===== src/rtl/output_collector.sv =====
// Collects per-channel output words into one-deep holding buffers and drains
// them round-robin onto a single valid/ready write interface.
module output_collector #(
    parameter int W_CHAN = 16,
    parameter int W_SEL  = 4,
    parameter int N_CHAN = 8
) (
    input  logic                       clk_in,
    input  logic                       rst_n_in,
    input  logic [W_CHAN*N_CHAN-1:0]   data_packed_in,
    input  logic [N_CHAN-1:0]          data_valid_in,
    input  logic [N_CHAN-1:0]          output_active_in,
    input  logic                       clear_overrun_in,
    output logic [W_CHAN-1:0]          data_out,
    output logic [W_SEL-1:0]           chan_out,
    output logic                       data_valid_out,
    input  logic                       data_ready_in,
    output logic [N_CHAN-1:0]          overrun_out
);

    localparam logic [0:0] ST_IDLE = 1'b0;
    localparam logic [0:0] ST_SEND = 1'b1;

    logic [0:0]        r_state;
    logic [N_CHAN-1:0] r_pending;
    logic [N_CHAN-1:0] r_overrun;
    logic [W_CHAN-1:0] r_hold [N_CHAN];
    logic [W_SEL-1:0]  r_ptr;
    logic [W_SEL-1:0]  r_chan;
    logic [W_CHAN-1:0] r_data;
    logic              r_valid;

    logic              w_lo_found;
    logic              w_hi_found;
    logic [W_SEL-1:0]  w_lo_idx;
    logic [W_SEL-1:0]  w_hi_idx;
    logic              w_grant_found;
    logic [W_SEL-1:0]  w_grant_idx;
    logic [W_CHAN-1:0] w_grant_data;
    logic              w_fire;
    logic [W_SEL-1:0]  w_ptr_nxt;
    logic [N_CHAN-1:0] w_capture;
    logic [N_CHAN-1:0] w_granted;
    logic [N_CHAN-1:0] w_overrun_set;
    logic [N_CHAN-1:0] w_pending_nxt;

    // Round-robin search: lowest pending index at or above ptr, else lowest overall (wrap).
    always_comb begin
        w_lo_found = 1'b0;
        w_hi_found = 1'b0;
        w_lo_idx   = {W_SEL{1'b0}};
        w_hi_idx   = {W_SEL{1'b0}};
        for (int i = N_CHAN - 1; i >= 0; i--) begin
            w_lo_found = w_lo_found | r_pending[i];
            w_lo_idx   = r_pending[i] ? W_SEL'(i) : w_lo_idx;
            w_hi_found = w_hi_found | (r_pending[i] & (W_SEL'(i) >= r_ptr));
            w_hi_idx   = (r_pending[i] && (W_SEL'(i) >= r_ptr)) ? W_SEL'(i) : w_hi_idx;
        end
        w_grant_found = w_lo_found;
        if (w_hi_found) begin
            w_grant_idx = w_hi_idx;
        end else begin
            w_grant_idx = w_lo_idx;
        end
        w_grant_data = {W_CHAN{1'b0}};
        for (int i = 0; i < N_CHAN; i++) begin
            w_grant_data = (w_grant_idx == W_SEL'(i)) ? r_hold[i] : w_grant_data;
        end
        if (w_grant_idx == W_SEL'(N_CHAN - 1)) begin
            w_ptr_nxt = {W_SEL{1'b0}};
        end else begin
            w_ptr_nxt = w_grant_idx + W_SEL'(1);
        end
    end

    // Per-channel pending/overrun next state; a capture beats a same-edge grant.
    always_comb begin
        w_fire        = (r_state == ST_IDLE) && w_grant_found;
        w_capture     = data_valid_in & output_active_in;
        w_granted     = {N_CHAN{1'b0}};
        w_pending_nxt = r_pending;
        for (int i = 0; i < N_CHAN; i++) begin
            w_granted[i] = w_fire && (w_grant_idx == W_SEL'(i));
            if (!output_active_in[i]) begin
                w_pending_nxt[i] = 1'b0;
            end else if (w_capture[i]) begin
                w_pending_nxt[i] = 1'b1;
            end else if (w_granted[i]) begin
                w_pending_nxt[i] = 1'b0;
            end else begin
                w_pending_nxt[i] = r_pending[i];
            end
        end
        w_overrun_set = w_capture & r_pending & ~w_granted;
    end

    // Holding buffers, flags and the drain FSM.
    always_ff @(posedge clk_in) begin
        if (!rst_n_in) begin
            r_state   <= ST_IDLE;
            r_pending <= {N_CHAN{1'b0}};
            r_overrun <= {N_CHAN{1'b0}};
            r_ptr     <= {W_SEL{1'b0}};
            r_chan    <= {W_SEL{1'b0}};
            r_data    <= {W_CHAN{1'b0}};
            r_valid   <= 1'b0;
            for (int i = 0; i < N_CHAN; i++) begin
                r_hold[i] <= {W_CHAN{1'b0}};
            end
        end else begin
            r_pending <= w_pending_nxt;
            r_overrun <= (r_overrun & ~{N_CHAN{clear_overrun_in}}) | w_overrun_set;
            for (int i = 0; i < N_CHAN; i++) begin
                if (w_capture[i]) begin
                    r_hold[i] <= data_packed_in[i*W_CHAN +: W_CHAN];
                end else begin
                    r_hold[i] <= r_hold[i];
                end
            end
            case (r_state)
                ST_IDLE: begin
                    if (w_fire) begin
                        r_data  <= w_grant_data;
                        r_chan  <= w_grant_idx;
                        r_valid <= 1'b1;
                        r_ptr   <= w_ptr_nxt;
                        r_state <= ST_SEND;
                    end else begin
                        r_valid <= 1'b0;
                    end
                end
                ST_SEND: begin
                    if (data_ready_in) begin
                        r_valid <= 1'b0;
                        r_state <= ST_IDLE;
                    end else begin
                        r_valid <= 1'b1;
                    end
                end
                default: begin
                    r_valid <= 1'b0;
                    r_state <= ST_IDLE;
                end
            endcase
        end
    end

    assign data_out       = r_data;
    assign chan_out       = r_chan;
    assign data_valid_out = r_valid;
    assign overrun_out    = r_overrun;

endmodule


===== config.mk =====
export PLATFORM = sky130hd
export DESIGN_NAME = output_collector
export DESIGN_NICKNAME = d
export VERILOG_FILES = /design/src/rtl/output_collector.sv
export SDC_FILE = /design/constraint.sdc
export NUM_CORES = 1
export LEC_CHECK = 0
export BUFFER_PORTS_ARGS = -buffer_cell sky130_fd_sc_hd__buf_2
export CORE_MARGIN = 10
export CORE_UTILIZATION = 30
export CTS_CLUSTER_SIZE = 16
export DETAILED_ROUTE_END_ITERATION = 10
export GPL_ROUTABILITY_DRIVEN = 0
export PLACE_DENSITY = 0.6
export SLEW_MARGIN = 20
export SYNTH_ARGS = -nofsm -noshare
export SYNTH_HDL_FRONTEND = slang
export SYNTH_SLANG_ARGS = --single-unit
export TNS_END_PERCENT = 20

===== constraint.sdc =====
create_clock -name clk_in -period 4.3 [get_ports clk_in]
set_clock_uncertainty 0.05 [all_clocks]
set_input_delay 0.645 -clock clk_in [delete_from_list [all_inputs] [get_ports clk_in]]
set_output_delay 0.645 -clock clk_in [all_outputs]
set_load 0.02 [all_outputs]

==> summary.txt <==
endpoints failing setup: 0
placed wire-length estimate: 18400 um
asr flop ratio synth: 0
Post-synth EDFFs: 128
CP Launch Type: register
post-synth cell types: 53
crit end category: register
PnR worst setup slack: 0.692 ns
Setup Fix Bufs, Post-CTS: 0
Layout Nets: 984
Worst Hold Class: primary input to register
chip width: 183 um
die area: 33700 um2
clock latency on the worst-skew pair: 0.43 ns
CP Class: register to register
post-synth top area cell: edfxtp_1
post-route ant nets: 0
CTS clk-pin slew, worst paths: 0.07 ns
largest net degree at the start of global routing: 98
Starting Density: 0.306
routed length per instance: 20.6 um
PortBufs: 175
fillers: 2585
r2r setup slk: 0.69 ns
CP Data Arrival Time: 3.93 ns
share of the synthesized area in the top cell type: 0.479
max_slew headroom: 0.320
Detailed Routing Iterations Pass 1: 5
post-synthesis net count: 835
root buf cell: clkbuf_16
Seq cells post-synth: 168
grt total ovfl: 0
DRC viols: 0
Placed Instances: 1146
status: complete, no violations
Max rail drop VDD: 0.293 mV
Primary FF master, synth: edfxtp_1
synth top area cells: edfxtp_1 (48%), and2_1 (10%), dfxtp_1 (10%)
# rows: 59
CP Data Required Time: 4.62 ns
# clock sinks: 168
post-route setup TNS: 0 ns
vias: 5855
CP max FO: 51
sequential area share after synthesis: 0.579
fin crit share: 0.839
syn avg cell area: 11.8 um2
multi-input logic area: 3110 um2
vias in the first global route: 6160
fmax: 277 MHz
Power, Total: 0.00510 W
final non-filler cell total: 1178
DRT Wirelength: 24300 um
Initial DRC Count: 536
Area Growth Syn to Fin: 21.5%
first-pass GRT wire length: 36100 um
initial antenna violation count: 0
Max-cap violations: 0
share of layout cells above drive strength 1: 0.291
commonest non-fill, non-tap cell in the layout: buf_2
hold buffers post-CTS: 0
mean number of vias per cell: 4.97
Bufs on Longest Clock Path: 2
pwr/cell area: 523 nW/um2
final count of hold timing violations: 0
CTS tree: done
most frequent cells in the layout: buf_2 (174), and2_1 (131), edfxtp_1 (128)
Slew Viols, Final: 0
core area: 26200 um2
Worst Tran Pin Value: 1.02 ns
Tmin final: 3.61 ns
Post-Syn Area: 8020 um2
Leak: 3.92 nW
post-CTS resize count: 0
Reg area: 4640 um2
GRT Util Overall: 0.142
number of antenna diodes: 0
Synthesis Warnings: 0
Die Ht: 183 um
RSZ-0062 raised after global routing: no
TritonCTS Buffers: 17
worst slack at placement: 0.781 ns
H-tree Lvls: 4
# IOs: 177
Mapped Cells: 681
-- synth_stat cells, drive strengths merged, types with 2 or more instances --
| master | count |
|---|---|
| a211oi | 2 |
| a21boi | 2 |
| a21oi | 42 |
| a221oi | 32 |
| a22o | 4 |
| a31o | 4 |
| a31oi | 4 |
| a32o | 2 |
| a32oi | 3 |
| and2 | 131 |
| buf | 13 |
| clkbuf | 41 |
| dfxtp | 40 |
| edfxtp | 128 |
| ha | 6 |
| inv | 10 |
| mux2i | 32 |
| nand2 | 45 |
| nand2b | 2 |
| nand3 | 8 |
| nor2 | 26 |
| nor2b | 22 |
| nor3 | 2 |
| nor4 | 2 |
| o211a | 3 |
| o21a | 2 |
| o21ai | 9 |
| o21bai | 2 |
| o221a | 16 |
| o22ai | 16 |
| o31a | 16 |
| or2 | 2 |
-- metal layers --
| layer | GRT usage | wire length, um | part of all wire |
|---|---|---|---|
| met1 | 0.178 | 10400 | 0.43 |
| met2 | 0.236 | 11900 | 0.49 |
| met3 | 0.0413 | 1630 | 0.067 |
| met4 | 0.0387 | 402 | 0.017 |
| met5 | 0 | 0 | 0 |
-- report_power, final --
group | leakage, nW | switching [W] | total (W) | internal (W)
Clock | 0.288 | 0.000711 | 0.00153 | 0.000823
Combinational | 2.01 | 0.000891 | 0.00148 | 0.000586
Sequential | 1.62 | 0.000124 | 0.00208 | 0.00196
-- worst max-delay path, stage by stage (launching register included) --
cell and delay (ns):
dfxtp_1 0.47, a21boi_0 0.29, o21ai_1 0.12, nand2_1 0.10
nor2_1 0.05, a32oi_1 0.52, ha_2 0.98, a221oi_1 0.15
o31a_1 0.29, mux2i_1 0.28, o221a_4 0.22
-- worst paths after layout --
path	cells after the start	end	startpoint
max	10	data_out[0]	r_pending[2]
min	3	r_pending[6]	output_active_in[6]
max reg2reg	10	data_out[0]	r_pending[2]
min reg2reg	1	overrun_out[5]	overrun_out[5]
-- registers in the layout, indices dropped and copies added (netlist names) --
signal,cells
data_valid_out,1
r_ptr,4
r_pending,8
data_out,16
r_hold,128
overrun_out,8
chan_out,3
-- per-stage QoR --
step	utilization	area [um2]	hold WS, ns
2_1_floorplan	-	8020	0.442
3_3_place_gp	0.349	9160	0.403
3_5_place_dp	0.349	9160	0.410
4_1_cts	0.372	9740	0.394
5_1_grt	0.372	9740	0.409
6_report	0.372	9740	0.410
-- cell families after synthesis --
group | synth area share
AOI/OAI and AO/OA | 0.168
muxes | 0.0399
and+or+nand+nor | 0.168
buffers and inverters | 0.0346
other | 0.000468
DFF | 0.579
adders and majority gates | 0.00936
-- cell type report --
cell class / count / area share
flip-flops and latches: 168 / 0.477
multi-input cells: 449 / 0.319
repair buffers: 184 / 0.0971
clock buffers: 17 / 0.0437
well taps: 335 / 0.0430
clock inverters: 15 / 0.0168
inverters: 10 / 0.00411
No activity file was read; power rests on OpenSTA's default activity.
